--- src/rtl/cache_wb_buffer.sv ---
// cache_wb_buffer
// Single-entry victim/writeback buffer. Captures a whole dirty line from the
// data bank in one cycle so the bank is free again immediately, then drains
// it to memory as a single AXI4 INCR write burst (AW, then W beats, then B).
// While a line is held, query_hit flags a matching line address so the cache
// can hold off a refill of a line that has not yet reached memory.
//
// Ports
//   clk, rst                 clock, synchronous active-high reset
//   push/push_ready          victim load handshake (push_ready = empty & idle)
//   push_addr, push_line     victim byte address and line data (word 0 in LSBs)
//   query_addr/query_hit     line-granular match against the buffered line
//   bus_err                  one-cycle pulse on a non-OKAY write response
//   aw*, w*, b*              AXI4 write address / data / response channels
module cache_wb_buffer #(
    parameter int DATA_WIDTH = 32,
    parameter int LINE_WORDS = 8,
    parameter int ADDR_WIDTH = 32
) (
    input  logic                           clk,
    input  logic                           rst,
    input  logic                           push,
    output logic                           push_ready,
    input  logic [ADDR_WIDTH-1:0]          push_addr,
    input  logic [DATA_WIDTH*LINE_WORDS-1:0] push_line,
    input  logic [ADDR_WIDTH-1:0]          query_addr,
    output logic                           query_hit,
    output logic                           bus_err,
    output logic [ADDR_WIDTH-1:0]          awaddr,
    output logic [7:0]                     awlen,
    output logic [2:0]                     awsize,
    output logic [1:0]                     awburst,
    output logic                           awvalid,
    input  logic                           awready,
    output logic [DATA_WIDTH-1:0]          wdata,
    output logic [DATA_WIDTH/8-1:0]        wstrb,
    output logic                           wlast,
    output logic                           wvalid,
    input  logic                           wready,
    input  logic [1:0]                     bresp,
    input  logic                           bvalid,
    output logic                           bready
);

    localparam int BYTES_W  = DATA_WIDTH / 8;
    localparam int OFF_BITS = $clog2(LINE_WORDS * BYTES_W);
    localparam int CNT_W    = $clog2(LINE_WORDS);
    localparam int SIZE     = $clog2(BYTES_W);

    typedef enum logic [1:0] {
        S_IDLE,
        S_ADDR,
        S_DATA,
        S_RESP
    } state_t;

    state_t                               r_state;
    state_t                               w_next;
    logic [ADDR_WIDTH-OFF_BITS-1:0]       r_tag;
    logic [LINE_WORDS-1:0][DATA_WIDTH-1:0] r_line;
    logic [CNT_W-1:0]                     r_cnt;
    logic                                 w_push_acc;
    logic                                 w_last;

    assign w_push_acc = push && (r_state == S_IDLE);
    assign w_last     = (r_cnt == CNT_W'(LINE_WORDS - 1));

    // State register
    always_ff @(posedge clk) begin
        if (rst) r_state <= S_IDLE;
        else     r_state <= w_next;
    end

    // Beat counter: restarts on every accepted push, advances per W handshake
    // except the last, so it stays parked on the final word until RESP.
    always_ff @(posedge clk) begin
        if (rst) begin
            r_cnt <= '0;
        end else if (w_push_acc) begin
            r_cnt <= '0;
        end else if (r_state == S_DATA && wready && !w_last) begin
            r_cnt <= r_cnt + 1'b1;
        end
    end

    // Line storage needs no reset: it is only observed outside IDLE, and
    // leaving IDLE always loads it.
    always_ff @(posedge clk) begin
        if (w_push_acc) begin
            r_tag  <= push_addr[ADDR_WIDTH-1:OFF_BITS];
            r_line <= push_line;
        end
    end

    always_comb begin
        w_next = r_state;
        case (r_state)
            S_IDLE: if (push)                 w_next = S_ADDR;
            S_ADDR: if (awready)              w_next = S_DATA;
            S_DATA: if (wready && w_last)     w_next = S_RESP;
            S_RESP: if (bvalid)               w_next = S_IDLE;
            default:                          w_next = S_IDLE;
        endcase
    end

    // All channel outputs are decoded from registered state, so they cannot
    // move while a valid is stalled waiting for its ready.
    assign push_ready = (r_state == S_IDLE);
    assign query_hit  = (r_state != S_IDLE) &&
                        (query_addr[ADDR_WIDTH-1:OFF_BITS] == r_tag);
    assign bus_err    = (r_state == S_RESP) && bvalid && (bresp != 2'b00);

    assign awaddr  = {r_tag, {OFF_BITS{1'b0}}};
    assign awlen   = 8'(LINE_WORDS - 1);
    assign awsize  = 3'(SIZE);
    assign awburst = 2'b01;
    assign awvalid = (r_state == S_ADDR);

    assign wdata  = r_line[r_cnt];
    assign wstrb  = '1;
    assign wlast  = (r_state == S_DATA) && w_last;
    assign wvalid = (r_state == S_DATA);

    assign bready = (r_state == S_RESP);

endmodule

--- config.mk ---
export PLATFORM = sky130hd
export DESIGN_NAME = cache_wb_buffer
export DESIGN_NICKNAME = d
export VERILOG_FILES = /design/src/rtl/cache_wb_buffer.sv
export SDC_FILE = /design/constraint.sdc
export NUM_CORES = 1
export LEC_CHECK = 0
export ABC_AREA = 1
export ABC_CLOCK_PERIOD_IN_PS = 7600
export BUFFER_PORTS_ARGS = -buffer_cell sky130_fd_sc_hd__buf_2
export CAP_MARGIN = 5
export CORE_UTILIZATION = 45
export CTS_BUF_LIST = sky130_fd_sc_hd__clkbuf_16
export CTS_CLUSTER_DIAMETER = 40
export DETAILED_ROUTE_END_ITERATION = 8
export PLACE_DENSITY = 0.77
export SETUP_SLACK_MARGIN = 0.1
export SYNTH_ARGS = -nofsm -noshare
export SYNTH_HDL_FRONTEND = slang
export SYNTH_SLANG_ARGS = --single-unit
--- constraint.sdc ---
create_clock -name clk -period 7.6 [get_ports clk]
set_input_delay 1.52 -clock clk [delete_from_list [all_inputs] [get_ports clk]]
set_output_delay 1.52 -clock clk [all_outputs]
set_load 0.01 [all_outputs]
## After elaboration in Yosys (flattened, before gate mapping)

Index checks and enable logic that the tools add are counted.

| storage, ports and cells | value |
|---|---|
| flip-flop bits (word level) | 288 |
| bits of input ports | 328 |
| output and inout port bits | 88 |
| word-level logic and storage cells | 43 |

| cells by class | value |
|---|---|
| add/subtract/negate cells | 1 |
| magnitude comparators | 1 |
| eq/ne operators | 9 |
| multiplexer cells | 7 |
| reductions and logical operators | 14 |

Operator list:

| kind | count |
|---|---|
| binary-select mux 32 bit (select 3 bit) | 1 |
| two-way mux 32 bit | 1 |
| equality test 27 bit | 1 |
| logical AND 1 bit | 8 |
| two-way mux 2 bit | 4 |
| one-hot mux 2 bit (4 select lines) | 1 |
| equality test 2 bit (second input constant) | 2 |
| < comparator 3 x 4 -> 1 bit (second input constant) | 1 |
| != test 2 x 1 -> 1 bit (second input constant) | 2 |
| != test 2 bit (second input constant) | 2 |
| AND reduction 4 bit | 1 |
| nonzero test 2 bit | 2 |
| adder 3 x 1 -> 3 bit (second input constant) | 1 |
| equality test 3 bit (second input constant) | 1 |
| equality test 2 x 1 -> 1 bit (second input constant) | 1 |
| zero test 2 bit | 1 |
| OR reduction 2 bit | 1 |
| zero test 1 bit | 1 |

## Depth between registers and ports, before layout

| depth | value |
|---|---|
| depth in word-level cells | 4 |
| mapped depth | 9 |
| depth with buffers taken out | 8 |

## Worst setup path after synthesis

Ideal clock, no wire load.

| timing | value |
|---|---|
| path kind | input to register |
| from | in push |
| to | reg r_line[0] (netlist bit), enable pin |
| library setup time | 0.635 ns |
| arrival time | 7.061 ns |
| required time | 6.965 ns |
| slack | -0.097 ns |
| cell stages on the path | 2 |
| path buffers | 0 |
| cell sequence | nand2_1 inv_1 |

| on the way | value |
|---|---|
| cells in the longest elaborated chain, start to end | 1 |

RTL lines:

| element | line | text |
|---|---|---|
| start, declared | 22 | `input logic push,` |
| logical AND 1 bit | 65 | `assign w_push_acc = push && (r_state == S_IDLE);` |
| named net w_push_acc | 62 | `logic w_push_acc;` |
| end signal, assigned | 91 | `r_line <= push_line;` |
| end, declared | 60 | `logic [LINE_WORDS-1:0][DATA_WIDTH-1:0] r_line;` |

The timed path passes the listed nets, and every way through them passes these cells.
A chain may end at the register's enable or synchronous reset.

## Worst setup path in the final report

| timing | value |
|---|---|
| from | reg r_cnt[0] |
| to | out wdata[20] |

| on the way | value |
|---|---|
| cells in the longest elaborated chain, start to end | 2 |

RTL lines:

| element | line | text |
|---|---|---|
| start, declared | 61 | `logic [CNT_W-1:0] r_cnt;` |
| start signal, assigned | 82 | `r_cnt <= r_cnt + 1'b1;` |
| binary-select mux 32 bit (select 3 bit) | 119 | `assign wdata = r_line[r_cnt];` |
| two-way mux 32 bit (implied by the code) | 119 |  |
| end, declared | 35 | `output logic [DATA_WIDTH-1:0] wdata,` |

Every way passes these cells. The select of a mux whose other input is x is not followed.

==> flow_metrics.env <==
export IMPL_status="complete, no violations"
export IMPL_post_cts_resized=0
export IMPL_cts_tree="built"
export IMPL_max_clock_freq_mhz=212
export IMPL_dp_cells=1713
export IMPL_clk_path_buf_depth=3
export IMPL_seq_area_frac_synth_pct=72.1
export IMPL_antenna_found_initial=8
export IMPL_powerDensity_mw_per_mm2=330
export IMPL_drive_above_1_share_pct=31.5
export IMPL_avgSynthCellArea_um2=11.5
export IMPL_grt_pass1_vias=8450
export IMPL_viasPerCell=4.91
export IMPL_routedLengthMet1_mm=10.3
export IMPL_worstMarginPinSlew_ns=1.01
export IMPL_finalSetupViolations=0
export IMPL_ir_drop_v=0.000262
export IMPL_start_kind="flop"
export IMPL_reg2reg_to="r_state[0]"
export IMPL_drtAntennaViolNets=0
export IMPL_die_h_um=165
export IMPL_synth_seq_cells=288
export IMPL_wirelength_mm=28.8
export IMPL_worstSetupPathType="reg2out"
export IMPL_grt_overflow_total=0
export IMPL_holdPathStages=2
export IMPL_initial_core_util_pct=45.8
export IMPL_finalNonFillerCells=1790
export IMPL_htreeDepth=2
export IMPL_drc_errors=0
export IMPL_hold_path_endpoint="r_state[1]"
export IMPL_wl_met2_mm=14.8
export IMPL_fin_setup_tns_ns=0
export IMPL_cts_sinks=288
export IMPL_area_growth_syn_to_layout_pct=28.4
export IMPL_min_delay_start="r_state[1]"
export IMPL_slew_headroom_pct=32.6
export IMPL_drt_iter0_drc=622
export IMPL_wl_met3_mm=2.78
export IMPL_drv_cap=0
export IMPL_dp_hpwl_mm=19.1
export IMPL_r2r_worst_path_cells=8
export IMPL_core_mm2=0.0261
export IMPL_root_buffer="clkbuf_16"
export IMPL_skew_ns=0.0188
export IMPL_finalCritPeriodShare_pct=62.0
export IMPL_fin_crit_ns=4.71
export IMPL_end_kind="output pin"
export IMPL_dieArea_mm2=0.0271
export IMPL_dr_pass1_iters=5
export IMPL_hold_class="reg2reg"
export IMPL_grt_setup_unrepaired="no"
export IMPL_fin_total_pwr_uw=5050
export IMPL_grt_first_pass_wirelength_mm=42.3
export IMPL_clk_pin_slew_ns=0.05
export IMPL_post_cts_setup_buffers=0
export IMPL_synth_area_mm2=0.0119
export IMPL_final_nets=1755
export IMPL_top_layer="met5"
export IMPL_grt_max_degree=131
export IMPL_gp_congestion=0.886
export IMPL_row_count=59
export IMPL_worst_ep_required_time_ns=6.08
export IMPL_cts_hold_buf=0
export IMPL_cts_buffers=40
export IMPL_yosys_warnings=0
export IMPL_ff2ff_setup_slack_ns=4.81
export IMPL_synthCells=1041
export IMPL_dr_total_vias=8797
export IMPL_leakage_uw=0.00657
export IMPL_die_x_um=165
export IMPL_rr_startpoint="r_cnt[1]"
export IMPL_arrival_ns=3.19
export IMPL_wire_per_inst_um=16.1
export IMPL_clock_latency_ns=0.52
export IMPL_io_buffer_count=383
export IMPL_hold_violations=0
export IMPL_cp_max_fo=72
export IMPL_synth_cell_types=22
export IMPL_slew_violations=0
export IMPL_grtUsageTotal_pct=20.6
export IMPL_ios=416
-- layout by cell type, fill, tap and decap left out, drive strengths merged --
cell type,instances
a21oi,3
buf,388
bufinv,2
clkbuf,42
clkinv,14
clkinvlp,3
conb,22
dfxtp,5
diode,6
edfxtp,283
ha,7
inv,73
nand2,185
nand3,1
nor2,220
nor3,1
o21ai,198
xnor2,2
-- cells by family after synthesis --
logic type	after synthesis	synth area share (%)
adder cells (fa/ha/maj)	7	0.735
flip-flops	288	72.1
other	2	0.0630
buffers and inverters	134	5.67
AO/OA/AOI/OAI	201	8.44
AND/OR/NAND/NOR	407	12.8
XOR/XNOR	2	0.147
-- registers in the layout, summed over array words and instances, names as in the netlist --
signal / count
r_line: 256
r_cnt: 3
r_tag: 27
r_state: 2
-- Yosys cell counts, drive strengths merged --
master | count | share of area [%]
clkbuf | 24 | 0.82
dfxtp | 5 | 0.84
buf | 47 | 2.9
o21ai | 198 | 8.3
inv | 63 | 2.0
xnor2 | 2 | 0.15
conb | 2 | 0.063
nand2 | 185 | 5.8
a21oi | 3 | 0.13
nand3 | 1 | 0.042
nor2 | 220 | 6.9
edfxtp | 283 | 71
ha | 7 | 0.73
nor3 | 1 | 0.042
-- how the worst max path moves through the flow --
| stage | cells past startpoint | to | from |
|---|---|---|---|
| 6_report | 7 | wdata[20] | r_cnt[0] |
| 5_1_grt | 7 | wdata[20] | r_cnt[0] |
| 4_1_cts | 7 | wdata[20] | r_cnt[0] |
| 2_1_floorplan | 2 | r_line[0] | push |
| 3_5_place_dp | 7 | wdata[20] | r_cnt[0] |
| 3_3_place_gp | 7 | wdata[20] | r_cnt[0] |
-- critical path, cell delays in order, from the launching register on --
cell and delay [ns]:
dfxtp_4 0.82, inv_4 0.40, buf_4 0.45, o21ai_0 0.45, o21ai_0 0.16, nand2_1 0.09
nand2_1 0.08, buf_2 0.14
-- final cells by class --
type / instances / area, um^2
repair buffers: 388 / 1980
clock buffers: 42 / 1050
multi-input cells: 639 / 2720
fillers: 2091 / 10800
clock inverters: 29 / 265
inverters: 63 / 243
flip-flops and latches: 288 / 8610
well taps: 335 / 419
diodes: 6 / 15.0
-- through the flow --
stage | cell area, um^2 | worst slack (ns) | hold WS (ns) | utilization [%]
after CTS | 15300 | 2.84 | 0.539 | 58.7
after global routing | 15300 | 2.74 | 0.597 | 58.7
final | 15300 | 2.89 | 0.557 | 58.7
after detailed placement | 14000 | 3.41 | 0.528 | 53.6
after floorplan | 12000 | 1.36 | 0.497 | -
after global placement | 14000 | 3.40 | 0.513 | 53.6
-- report_power, final --
| group | internal [uW] | leakage (uW) | switching [uW] |
|---|---|---|---|
| sequential | 2180 | 0.00272 | 127 |
| clock | 1090 | 0.000656 | 697 |
| combinational | 308 | 0.00320 | 646 |
-- layer usage --
metal | GRT usage, % | vias to the layer above
li1 | - | 4269
met1 | 21.9 | 4041
met2 | 36.8 | 411
met3 | 6.81 | 72
met4 | 9.30 | 4
met5 | 0 | -
Power figures use the tool's default switching activity.
